`src/rtl/systolic_feeder_pkg.sv`:
```
// Shared definitions for the systolic feeder and the array PEs: FSM state encoding
// and default word/index widths.
package systolic_feeder_pkg;

    typedef enum logic [2:0] {
        ST_IDLE,
        ST_CLEAR,
        ST_STREAM,
        ST_FLUSH,
        ST_DONE
    } feeder_state_e;

    localparam int DEFAULT_BIT_RES        = 32;
    localparam int DEFAULT_INDEX_BIT_SIZE = 16;
    localparam int FRAC_BITS              = 16;

endpackage

```
`src/rtl/systolic_feeder_skew_lane.sv`:
```
// One zero-fill delay line of DEPTH registers; a lane of depth d presents din
// exactly d cycles after it was sampled.
module skew_lane
    import systolic_feeder_pkg::*;
#(
    parameter int DEPTH = 1,
    parameter int WIDTH = DEFAULT_BIT_RES
) (
    input  logic             clk,
    input  logic             reset,
    input  logic [WIDTH-1:0] din,
    output logic [WIDTH-1:0] dout
);

    logic [WIDTH-1:0] stage_q [DEPTH];
    logic [WIDTH-1:0] stage_d [DEPTH];

    always_comb begin
        stage_d[0] = din;
        for (int k = 1; k < DEPTH; k++) begin
            stage_d[k] = stage_q[k-1];
        end
    end

    always_ff @(posedge clk) begin
        if (reset) begin
            for (int k = 0; k < DEPTH; k++) begin
                stage_q[k] <= '0;
            end
        end else begin
            for (int k = 0; k < DEPTH; k++) begin
                stage_q[k] <= stage_d[k];
            end
        end
    end

    assign dout = stage_q[DEPTH-1];

endmodule

```
`src/rtl/systolic_feeder.sv`:
```
// Skews accepted vectors onto the systolic array edge (lane i delayed i+1 cycles).
// Optional bubble counter output stall_cnt when SYSTOLIC_FEEDER_STALL_CNT_EN is defined.
module systolic_feeder
    import systolic_feeder_pkg::*;
#(
    parameter int N              = 4,
    parameter int bit_res        = DEFAULT_BIT_RES,
    parameter int index_bit_size = DEFAULT_INDEX_BIT_SIZE
) (
    input  logic                          clk,
    input  logic                          reset,
    input  logic                          start,
    input  logic [index_bit_size-1:0]     k_len,
    input  logic                          in_valid,
    output logic                          in_ready,
    input  logic signed [N*bit_res-1:0]   in_vec,
    output logic signed [N*bit_res-1:0]   lane_out,
    output logic                          array_clr,
    output logic                          busy,
    output logic                          done
`ifdef SYSTOLIC_FEEDER_STALL_CNT_EN
    ,
    output logic [index_bit_size-1:0]     stall_cnt
`endif
);

    // Zero tail long enough for the last element to cross the whole array.
    localparam int FLUSH_LEN = 2 * N - 2;
    localparam logic [index_bit_size-1:0] ONE = index_bit_size'(1);
    localparam logic [index_bit_size-1:0] FLUSH_LAST =
        index_bit_size'((FLUSH_LEN > 0) ? FLUSH_LEN - 1 : 0);

    feeder_state_e               state_q, state_d;
    logic [index_bit_size-1:0]   k_len_q, k_len_d;
    logic [index_bit_size-1:0]   acc_cnt_q, acc_cnt_d;
    logic [index_bit_size-1:0]   flush_cnt_q, flush_cnt_d;
    logic                        handshake;
    logic [N*bit_res-1:0]        lane_in;

    assign in_ready  = (state_q == ST_STREAM);
    assign handshake = in_ready & in_valid;
    assign array_clr = (state_q == ST_CLEAR);
    assign busy      = (state_q != ST_IDLE);
    assign done      = (state_q == ST_DONE);
    // Non-handshake cycles push zeros so every lane stays on the same diagonal.
    assign lane_in   = handshake ? in_vec : '0;

    always_comb begin
        state_d     = state_q;
        k_len_d     = k_len_q;
        acc_cnt_d   = acc_cnt_q;
        flush_cnt_d = flush_cnt_q;
        case (state_q)
            ST_IDLE: begin
                if (start) begin
                    k_len_d = k_len;
                    state_d = (k_len == '0) ? ST_DONE : ST_CLEAR;
                end
            end
            ST_CLEAR: begin
                acc_cnt_d   = '0;
                flush_cnt_d = '0;
                state_d     = ST_STREAM;
            end
            ST_STREAM: begin
                if (handshake) begin
                    acc_cnt_d = acc_cnt_q + ONE;
                    if (acc_cnt_d == k_len_q) begin
                        state_d = (FLUSH_LEN == 0) ? ST_DONE : ST_FLUSH;
                    end
                end
            end
            ST_FLUSH: begin
                flush_cnt_d = flush_cnt_q + ONE;
                if (flush_cnt_q == FLUSH_LAST) begin
                    state_d = ST_DONE;
                end
            end
            ST_DONE:  state_d = ST_IDLE;
            default:  state_d = ST_IDLE;
        endcase
    end

    always_ff @(posedge clk) begin
        if (reset) begin
            state_q     <= ST_IDLE;
            k_len_q     <= '0;
            acc_cnt_q   <= '0;
            flush_cnt_q <= '0;
        end else begin
            state_q     <= state_d;
            k_len_q     <= k_len_d;
            acc_cnt_q   <= acc_cnt_d;
            flush_cnt_q <= flush_cnt_d;
        end
    end

    for (genvar i = 0; i < N; i++) begin : g_lane
        skew_lane #(
            .DEPTH (i + 1),
            .WIDTH (bit_res)
        ) u_skew_lane (
            .clk   (clk),
            .reset (reset),
            .din   (lane_in[i*bit_res +: bit_res]),
            .dout  (lane_out[i*bit_res +: bit_res])
        );
    end

`ifdef SYSTOLIC_FEEDER_STALL_CNT_EN
    logic [index_bit_size-1:0] stall_cnt_q, stall_cnt_d;

    always_comb begin
        stall_cnt_d = stall_cnt_q;
        if (state_q == ST_CLEAR) begin
            stall_cnt_d = '0;
        end else if ((state_q == ST_STREAM) && !in_valid && (stall_cnt_q != '1)) begin
            stall_cnt_d = stall_cnt_q + ONE;
        end
    end

    always_ff @(posedge clk) begin
        if (reset) begin
            stall_cnt_q <= '0;
        end else begin
            stall_cnt_q <= stall_cnt_d;
        end
    end

    assign stall_cnt = stall_cnt_q;
`endif

endmodule

```
`config.mk`:
```
export PLATFORM = sky130hd
export DESIGN_NAME = systolic_feeder
export DESIGN_NICKNAME = d
export VERILOG_FILES = /design/src/rtl/systolic_feeder_pkg.sv /design/src/rtl/systolic_feeder_skew_lane.sv /design/src/rtl/systolic_feeder.sv
export SDC_FILE = /design/constraint.sdc
export NUM_CORES = 1
export LEC_CHECK = 0
export BUFFER_PORTS_ARGS = -buffer_cell sky130_fd_sc_hd__buf_2
export CAP_MARGIN = 20
export CORE_UTILIZATION = 30
export CTS_CLUSTER_DIAMETER = 60
export DETAILED_ROUTE_END_ITERATION = 8
export PLACE_DENSITY = 0.56
export SYNTH_ARGS = -nofsm -noshare
export SYNTH_HDL_FRONTEND = slang
export SYNTH_HIERARCHICAL = 1
export SYNTH_SLANG_ARGS = --single-unit
```
`constraint.sdc`:
```
create_clock -name clk -period 3.7 [get_ports clk]
set_input_delay 0 -clock clk [delete_from_list [all_inputs] [get_ports clk]]
set_output_delay 0 -clock clk [all_outputs]
set_load 0.01 [all_outputs]
```
==> impl_metrics.py, run 1 <==
metrics = {
    "global_route": {
        "antenna_found_initial": 2,
        "grt_pass1_vias": 8669,
        "grt_max_degree": 114,
        "grt_pass1_wl_um": 42800,
        "grt_overflow": 0,
        "grt.total_usage": 0.126,
    },
    "yosys": {
        "synthesis.nets": 1336,
        "yosysWarnings": 6,
        "synth.most_common_cell": "dfxtp_1",
        "synth_common_cells": "dfxtp_1 (371), nor2b_1 (264), and2_1 (131)",
        "synthCells": 1185,
        "postSynthAreaPerCell_um2": 10.6,
        "ys_types": 55,
        "synth_flop_cell": "dfxtp_1",
        "syn_area_um2": 12600,
        "ys_async_sr_fraction": 0,
        "yosys-top-cells-area": "dfxtp_1 (59%), nor2b_1 (13%), and2_1 (6.5%)",
        "synth_top_area_share": 0.591,
        "synth_top_area_cell": "dfxtp_1",
        "synth_edf_count": 0,
        "ys_ff_latch": 371,
        "yosysSeqAreaShare": 0.591,
    },
    "power_and_ir_drop": {
        "p_per_area_nw_per_um2": 503,
        "p_leak_nw": 7.58,
        "design_power_total_w": 0.00885,
        "internal_power_w": 0.00687,
        "seq_power_share": 0.461,
        "switching_share": 0.224,
        "p_switching_w": 0.00198,
        "ir_drop_mv": 0.314,
        "power_frac_comb": 0.058,
        "clockPowerShare": 0.482,
    },
    "sta": {
        "clock_skew_ns": 0.0143,
        "fin_setup_tns_ns": 0,
        "timing.final.crit_share": 0.755,
        "grt_setup_unrepaired": "no",
        "slew_headroom": 0.486,
        "tightest_slew_ns": 0.768,
        "slew_viol_final": 0,
        "min_period_ns": 2.79,
        "setup_viol": 0,
        "fmax_mhz": 358,
        "hold_viol": 0,
    },
    "routing": {
        "viasPerCell": 4.11,
        "wl_per_cell_um": 12.6,
        "postRouteAntennaNets": 0,
        "vias": 9019,
        "drc": 14,
        "dr.pass1.iters": 7,
        "totalWireLength_um": 27700,
        "drtIter0Drc": 378,
    },
    "worst_setup_path": {
        "cp-start-kind": "register",
        "end_kind": "register",
        "required_ns": 4.20,
        "reg2reg_depth": 6,
        "arrival_ns": 3.29,
        "critical_path.max_fanout": 70,
        "worstSetupPathType": "register to register",
    },
    "outcome": {
        "violations": "design-rule violations",
        "status": "finished, violations left",
    },
    "floorplan": {
        "ios": 280,
        "die_w_um": 207,
        "dieHeight_um": 207,
        "dieArea_um2": 42700,
        "fp-row-count": 74,
        "initial_core_util": 0.306,
        "coreArea_um2": 41100,
    },
    "finish": {
        "final_net_count": 1781,
        "antennaDiodeCount": 0,
        "drive_above_1_share": 0.262,
        "syn_to_final_growth_pct": 39.9,
    },
    "placed_design": {
        "post-dp-hpwl_um": 17000,
        "gp_congestion": 0.831,
        "portBuffers": 279,
    },
    "clocking": {
        "cts_resized": 0,
        "clock_path_buffers": 3,
        "cts_buffers": 43,
        "clock_latency_ns": 0.56,
        "cts.sinks": 371,
        "cts_tree": "yes",
        "path_clk_slew_ns": 0.06,
        "clockRootBuffer": "clkbuf_16",
        "cts_max_level": 2,
    },
    "min_path": {
        "worst_hold_path_type": "input port to register",
        "holdPathStages": 6,
    },
    "run": {
        "drv_cap": 0,
    },
}
-- worst max-delay path, cell delays in order, from the launching register on --
cell and delay, ns:
dfxtp_1 0.58, nand2_1 0.16, nor3_2 0.40, buf_4 0.57, and2_1 0.22, nor2b_1 0.15, dlygate4sd3_1 0.57
-- power groups by stage --
stage	Combinational, W	Clock, W	Sequential (W)
global route	0.000563	0.00456	0.00408
finish	0.000510	0.00426	0.00408
floorplan	0.000244	0	0.00416
detailed placement	0.000376	0	0.00416
CTS	0.000514	0.00440	0.00408
global placement	0.000373	0	0.00416
-- area by class of cell --
cell class / count / area (um^2)
repair buffers: 472 / 3360
fillers: 3985 / 23500
clock inverters: 22 / 250
multi-input cells: 735 / 4660
well taps: 532 / 666
inverters: 7 / 26.3
flip-flops and latches: 371 / 7430
clock buffers: 56 / 1200
-- through the flow --
step           worst slack, ns  cell area, um^2   util  instances  hold WS, ns
2_1_floorplan             1.51            12600      -       1185       0.0716
3_3_place_gp              1.31            14300  0.347       1932        0.254
3_5_place_dp              1.25            14300  0.347       1932        0.259
4_1_cts                  0.925            17600  0.428       2195       0.0691
5_1_grt                  0.671            17600  0.428       2195        0.146
6_report                 0.908            17600  0.428       2195        0.109
-- sequential cells by signal (all words and copies together) (netlist names) --
register and flops:
k_len_q 16, g_lane.u_skew_lane/stage_q 320, state_q 3, flush_cnt_q 16
acc_cnt_q 16
-- kinds of logic after synthesis --
family                     share of synthesized area
DFF                                            0.591
AOI/OAI and AO/OA                             0.0318
buffers and inverters                         0.0390
and+or+nand+nor                                0.311
adders and majority gates                    0.00299
xor gates and xnor gates                      0.0230
muxes                                        0.00169
-- cells in the final DEF (no fill, tap or decap), types with 3 or more instances in the layout --
cell	netlist	final
a21oi_1	32	32
and2_1	131	131
buf_12	0	3
buf_2	11	278
buf_4	22	5
bufinv_16	0	3
clkbuf_1	27	5
clkbuf_16	0	43
clkbuf_8	0	8
clkinv_2	0	9
dfxtp_1	371	371
dlygate4sd3_1	0	185
ha_1	3	3
inv_1	7	7
inv_6	0	4
nand2_1	59	59
nand3_1	11	11
nand4_1	10	10
nor2_1	47	47
nor2b_1	264	264
nor2b_2	60	60
nor3_1	11	10
nor4_1	11	11
o21ai_0	16	16
or3_1	3	3
xnor2_1	16	16
xor2_1	17	17
-- repair_timing --
item                      CTS  global route
hold buffers              185             0
hold endpoints to repair  186             0
buffers inserted            0             0
-- per-layer routing --
metal | vias up | share of wire | track usage
met5 | - | 0.00097 | 0
met4 | 4 | 0.037 | 0.0628
met3 | 69 | 0.052 | 0.0350
met2 | 205 | 0.47 | 0.212
met1 | 4124 | 0.44 | 0.147
li1 | 4617 | - | -
-- worst paths after layout --
path | endpoint | slack, ns | start
worst max-delay path | g_lane[2].u_skew_lane/stage_q[0][14] | 0.91 | state_q[1]
worst min-delay path | acc_cnt_q[6] | 0.11 | in_valid
worst max register to register | g_lane[2].u_skew_lane/stage_q[0][14] | 0.91 | state_q[1]
worst min register to register | g_lane[3].u_skew_lane/stage_q[1][24] | 0.43 | g_lane[3].u_skew_lane/stage_q[0][24]
Note: power is estimated with default switching activity, not from simulation.
==> run 2: changes to the inputs <==
--- a/config.mk
+++ b/config.mk
@@ -5,6 +5,7 @@
 export SDC_FILE = /design/constraint.sdc
 export NUM_CORES = 1
 export LEC_CHECK = 0
+export ABC_AREA = 1
 export BUFFER_PORTS_ARGS = -buffer_cell sky130_fd_sc_hd__buf_2
 export CAP_MARGIN = 20
 export CORE_UTILIZATION = 30
==> constraint.sdc (replaced) <==
create_clock -name clk -period 2.9 [get_ports clk]
set_input_delay 0 -clock clk [delete_from_list [all_inputs] [get_ports clk]]
set_output_delay 0 -clock clk [all_outputs]
set_load 0.01 [all_outputs]
==> run 2 against run 1 <==
  * The flow now finishes without violations
  * Synthesized cell count up 44%
  * Hold slack worse by 0.019 ns
  * Register-to-register slack worse by 0.43 ns
  * Largest cell class unchanged
==> impl_metrics.py, run 2 <==
metrics = {
    "global_route": {
        "grt_max_degree": 173,
        "grt_overflow": 0,
        "antenna_found_initial": 0,
        "grt.total_usage": 0.132,
        "grt_pass1_wl_um": 47400,
        "grt_pass1_vias": 10055,
    },
    "yosys": {
        "synth_common_cells": "inv_1 (508), nor2_1 (473), dfxtp_1 (371)",
        "synth_flop_cell": "dfxtp_1",
        "yosysSeqAreaShare": 0.568,
        "ys_async_sr_fraction": 0,
        "synth.most_common_cell": "inv_1",
        "synthesis.nets": 1857,
        "syn_area_um2": 13100,
        "postSynthAreaPerCell_um2": 7.67,
        "synth_edf_count": 0,
        "yosys-top-cells-area": "dfxtp_1 (57%), inv_1 (15%), nor2_1 (14%)",
        "yosysWarnings": 6,
        "ys_ff_latch": 371,
        "ys_types": 30,
        "synth_top_area_share": 0.568,
        "synthCells": 1706,
        "synth_top_area_cell": "dfxtp_1",
    },
    "clocking": {
        "cts_max_level": 2,
        "clock_path_buffers": 3,
        "cts_buffers": 43,
        "path_clk_slew_ns": 0.06,
        "clockRootBuffer": "clkbuf_16",
        "cts.sinks": 371,
        "clock_latency_ns": 0.57,
        "cts_tree": "yes",
    },
    "floorplan": {
        "dieArea_um2": 44500,
        "coreArea_um2": 43100,
        "initial_core_util": 0.304,
        "dieHeight_um": 211,
        "die_w_um": 211,
        "fp-row-count": 76,
        "ios": 280,
    },
    "routing": {
        "dr.pass1.iters": 5,
        "totalWireLength_um": 29600,
        "drc": 0,
        "vias": 10638,
        "postRouteAntennaNets": 0,
        "drtIter0Drc": 516,
        "wl_per_cell_um": 10.7,
        "viasPerCell": 3.85,
    },
    "finish": {
        "top_register": "g_lane.u_skew_lane/stage_q",
        "final_net_count": 2295,
        "largest_reg_flops": 320,
        "instances_no_fill": 2763,
        "final_cell_mix": "inv_1 (508), nor2_1 (473), dfxtp_1 (371)",
        "drive_above_1_share": 0.174,
        "final_common_cell": "inv_1",
        "antennaDiodeCount": 0,
        "syn_to_final_growth_pct": 37.2,
        "fillCellCount": 4289,
    },
    "worst_setup_path": {
        "cp-start-kind": "register",
        "end_kind": "register",
        "max_stage_delay_ns": 0.59,
        "critPathSlowestCell": "dlygate4sd3_1",
        "crit_chain": "nor3_1 -> nand2_2 -> o21ai_0 -> dlygate4sd3_1 -> a21oi_1",
        "critical_path.max_fanout": 29,
        "required_ns": 3.35,
        "arrival_ns": 2.87,
        "worstSetupPathType": "register to register",
    },
    "sta": {
        "slew_headroom": 0.384,
        "hold_viol": 0,
        "timing.hold.ws_ns": 0.0896,
        "min_period_ns": 2.42,
        "tightest_slew_ns": 0.924,
        "setup_viol": 0,
        "fin_setup_tns_ns": 0,
        "fin_ws_ns": 0.476,
        "grt_setup_unrepaired": "no",
        "slew_viol_final": 0,
        "clock_skew_ns": 0.0170,
        "timing.final.crit_share": 0.836,
        "fmax_mhz": 413,
    },
    "outcome": {
        "status": "complete, no violations",
    },
    "min_path": {
        "worst_hold_path_type": "input port to register",
    },
    "placed_design": {
        "portBuffers": 279,
        "gp_congestion": 0.836,
        "dp_slack_ns": 0.848,
        "place_inst": 2516,
        "post-dp-hpwl_um": 18300,
    },
    "run": {
        "drv_cap": 0,
    },
    "power_and_ir_drop": {
        "p_per_area_nw_per_um2": 685,
        "p_leak_nw": 8.32,
        "ir_drop_mv": 0.462,
    },
}
run 2: cell types whose count changed after synthesis, sizes merged, moves of 7 or more:
cell / previous run / this run
nor2: 47 / 490
and2: 131 / 1
o21ai: 16 / 30
clkbuf: 27 / 7
a21oi: 32 / 46
nand2: 59 / 125
nor2b: 324 / 0
nand3: 13 / 42
xor2: 17 / 3
nor4: 14 / 7
xnor2: 16 / 0
inv: 7 / 511
run 2: layout make-up:
type                    instances  area, um^2  area share
clock buffers                  63        1290      0.0719
repair buffers                451        3160       0.176
inverters                     511        1920       0.107
clock inverters                16         141     0.00788
multi-input cells             766        3280       0.183
well taps                     585         732      0.0408
flip-flops and latches        371        7430       0.414
run 2: worst paths after layout:
check | startpoint | endpoint | slack [ns] | depth (start not counted)
worst max register to register | state_q[2] | k_len_q[14] | 0.48 | 5
worst min-delay path | in_valid | g_lane[1].u_skew_lane/stage_q[0][5] | 0.09 | 5
worst max-delay path | state_q[2] | k_len_q[14] | 0.48 | 5
worst min register to register | g_lane[1].u_skew_lane/stage_q[0][14] | g_lane[1].u_skew_lane/stage_q[0][46] | 0.39 | 2
run 2: layer usage:
metal	global-route usage	share of wire	vias up
met3	0.0388	0.064	64
met4	0.0605	0.032	0
met5	0	0	-
met2	0.216	0.46	258
met1	0.159	0.45	4668
li1	-	-	5648
run 2: cells by family after synthesis:
family                   share of synthesized area
buffers and inverters                        0.182
AND/OR/NAND/NOR                              0.211
flip-flops                                   0.568
adder cells (fa/ha/maj)                    0.00287
AO/OA/AOI/OAI                               0.0308
XOR/XNOR                                   0.00545
run 2: what timing repair did:
action	4_1_cts	5_1_grt
gates resized for setup	0	1
endpoints found under the hold margin	151	0
hold buffers	168	0
endpoints found under the setup margin	0	1
buffers inserted	0	0
run 2: power by group:
group / internal [W] / leakage (nW) / switching (W)
Clock: 0.00313 / 0.708 / 0.00221
Sequential: 0.00534 / 3.00 / 0.0000977
Combinational: 0.000603 / 4.62 / 0.000909
run 2: worst max-delay path, delay by kind of cell (launching register included):
family | cells | cell delay, ns
AO/OA/AOI/OAI | 2 | 0.35
buffers and inverters | 1 | 0.59
flip-flops | 1 | 0.34
AND/OR/NAND/NOR | 2 | 1.01
run 2: stage by stage:
stage / util / total power [W] / area (um^2)
3_5_place_dp: 0.344 / 0.00685 / 14800
5_1_grt: 0.417 / 0.0129 / 17900
3_3_place_gp: 0.344 / 0.00682 / 14800
6_report: 0.417 / 0.0123 / 17900
2_1_floorplan: - / 0.00645 / 13100
4_1_cts: 0.417 / 0.0125 / 17900
==> run 3: changes to the inputs <==
--- a/config.mk
+++ b/config.mk
@@ -5,7 +5,7 @@
 export SDC_FILE = /design/constraint.sdc
 export NUM_CORES = 1
 export LEC_CHECK = 0
-export ABC_AREA = 1
+export ABC_AREA = 0
 export BUFFER_PORTS_ARGS = -buffer_cell sky130_fd_sc_hd__buf_2
 export CAP_MARGIN = 20
 export CORE_UTILIZATION = 30
==> constraint.sdc (replaced) <==
create_clock -name clk -period 2.4 [get_ports clk]
set_input_delay 0 -clock clk [delete_from_list [all_inputs] [get_ports clk]]
set_output_delay 0 -clock clk [all_outputs]
set_load 0.01 [all_outputs]
==> run 3 against run 2 <==
  * The flow now finishes with violations (design-rule violations)
  * Cell area shrank 1.3%
  * Count of clock-buffer cells in the layout shrank 6
  * First-iteration DRC count shrank 13%
  * Sequential power grew 15%
  * Worst setup slack lost 0.37 ns
  * Largest power group is now clock
==> impl_metrics.py, run 3 (synthesis gave the netlist of run 1 again) <==
metrics = {
    "floorplan": {
        "coreArea_um2": 41100,
        "dieHeight_um": 207,
        "die_w_um": 207,
        "initial_core_util": 0.306,
        "fp-row-count": 74,
        "dieArea_um2": 42700,
        "ios": 280,
    },
    "sta": {
        "fmax_mhz": 437,
        "fin_setup_tns_ns": 0,
        "tightest_slew_ns": 0.517,
        "timing.final.crit_share": 0.954,
        "hold_viol": 0,
        "slew_headroom": 0.655,
        "grt_setup_unrepaired": "no",
        "min_period_ns": 2.29,
        "slew_viol_final": 0,
        "setup_viol": 0,
        "fin_ws_ns": 0.110,
        "clock_skew_ns": 0.0126,
    },
    "clocking": {
        "clock_latency_ns": 0.55,
        "cts_tree": "yes",
        "cts_max_level": 2,
        "clockRootBuffer": "clkbuf_16",
        "cts.sinks": 371,
        "clock_path_buffers": 3,
        "path_clk_slew_ns": 0.06,
        "cts_buffers": 44,
    },
    "global_route": {
        "antenna_found_initial": 2,
        "grt_overflow": 0,
        "grt_pass1_wl_um": 43500,
        "grt.total_usage": 0.128,
        "grt_max_degree": 115,
        "grt_pass1_vias": 8702,
    },
    "placed_design": {
        "gp_congestion": 0.890,
        "dpl_cell_area_um2": 14400,
        "portBuffers": 279,
        "post-dp-hpwl_um": 17400,
        "place_inst": 1942,
        "dp_slack_ns": 0.156,
    },
    "run": {
        "drv_cap": 0,
    },
    "routing": {
        "viasPerCell": 4.11,
        "postRouteAntennaNets": 0,
        "drtIter0Drc": 448,
        "drc": 14,
        "vias": 9049,
        "wl_per_cell_um": 12.6,
        "totalWireLength_um": 27800,
        "dr.pass1.iters": 6,
    },
    "worst_setup_path": {
        "cp-start-kind": "register",
        "worstSetupPathType": "register to register",
        "rr_startpoint": "acc_cnt_q[0]",
        "critPathSlowestCell": "or4_4",
        "max_stage_delay_ns": 0.50,
        "critical_path.max_fanout": 8,
        "crit_chain": "ha_1 -> and3_4 -> nand3_4 -> or4_4 -> a211oi_2 -> nand4_1 -> a221oi_2",
        "end_kind": "register",
        "r2r-end": "state_q[2]",
        "r2r_setup_slack_ns": 0.11,
        "reg2reg_depth": 7,
        "required_ns": 2.86,
        "arrival_ns": 2.75,
    },
    "finish": {
        "final_cell_mix": "dfxtp_1 (370), buf_2 (278), nor2b_1 (264)",
        "instances_no_fill": 2202,
        "final_common_cell": "dfxtp_1",
        "antennaDiodeCount": 0,
        "syn_to_final_growth_pct": 40.9,
        "stdcell_area_um2": 17700,
        "utilization": 0.431,
        "top_register": "g_lane.u_skew_lane/stage_q",
        "final_net_count": 1789,
        "largest_reg_flops": 320,
        "drive_above_1_share": 0.268,
    },
    "min_path": {
        "worst_hold_path_type": "input port to register",
        "holdPathStages": 5,
        "min_to": "acc_cnt_q[12]",
        "hold_start": "in_valid",
    },
    "outcome": {
        "status": "finished, violations left",
        "violations": "design-rule violations",
    },
    "power_and_ir_drop": {
        "p_leak_nw": 7.63,
        "ir_drop_mv": 0.418,
        "p_per_area_nw_per_um2": 780,
    },
}
run 3: cell types whose count changed in the layout (fill, tap and decap cells not counted), moves of 14 or more:
cell           before  now
inv_1             508    7
nor2_1            473   47
nor2b_1             0  264
and2_1              1  130
nand2_1           123   59
nor2b_2             0   60
nand3_1            41   11
xnor2_1             0   16
a21oi_1            46   32
dlygate4sd3_1     168  182
xor2_1              3   17
run 3: worst max-delay path by stage:
stage,end,depth (start not counted),start
after floorplan,state_q[2],7,acc_cnt_q[0]
final,state_q[2],7,acc_cnt_q[0]
after global placement,state_q[2],7,acc_cnt_q[0]
after detailed placement,state_q[2],7,acc_cnt_q[0]
after CTS,g_lane[2].u_skew_lane/stage_q[0][9],7,state_q[1]
after global routing,state_q[2],7,acc_cnt_q[0]
run 3: area by class of cell:
type	instances	area, um^2
Tap cell	532	666
Timing Repair Buffer	479	3430
Fill cell	3955	23400
Sequential cell	371	7430
Inverter	7	26.3
Multi-Input combinational cell	735	4670
Clock buffer	57	1220
Clock inverter	21	275
run 3: per-layer routing:
metal / vias up / global-route usage / wire length, um
li1: 4632 / - / -
met1: 4126 / 0.147 / 11600
met2: 207 / 0.223 / 13700
met3: 80 / 0.0287 / 1380
met4: 4 / 0.0675 / 1010
met5: - / 0 / 27
run 3: per-stage QoR:
step                      hold slack (ns)  total power [W]
final                              0.0764           0.0138
after global routing               0.0831           0.0144
after CTS                          0.0216           0.0140
after detailed placement            0.259          0.00701
after global placement              0.255          0.00700
after floorplan                    0.0716          0.00679
run 3: timing repair:
item | 4_1_cts | 5_1_grt
gates resized for setup | 0 | 3
endpoints found under the setup margin | 0 | 30
endpoints found under the hold margin | 160 | 0
setup buffers | 0 | 0
hold buffers | 182 | 0
run 3: worst max-delay path, delay by kind of cell (launching register included):
kind / cells / cell delay [ns]
simple gates: 4 / 1.03
fa+ha+maj: 1 / 0.29
compound gates: 2 / 0.54
flops: 1 / 0.34
run 3: report_power, final:
group	switching, W	internal (W)	leakage [nW]
clock network	0.00264	0.00406	0.715
registers	0.0000424	0.00624	2.99
logic	0.000369	0.000449	3.92
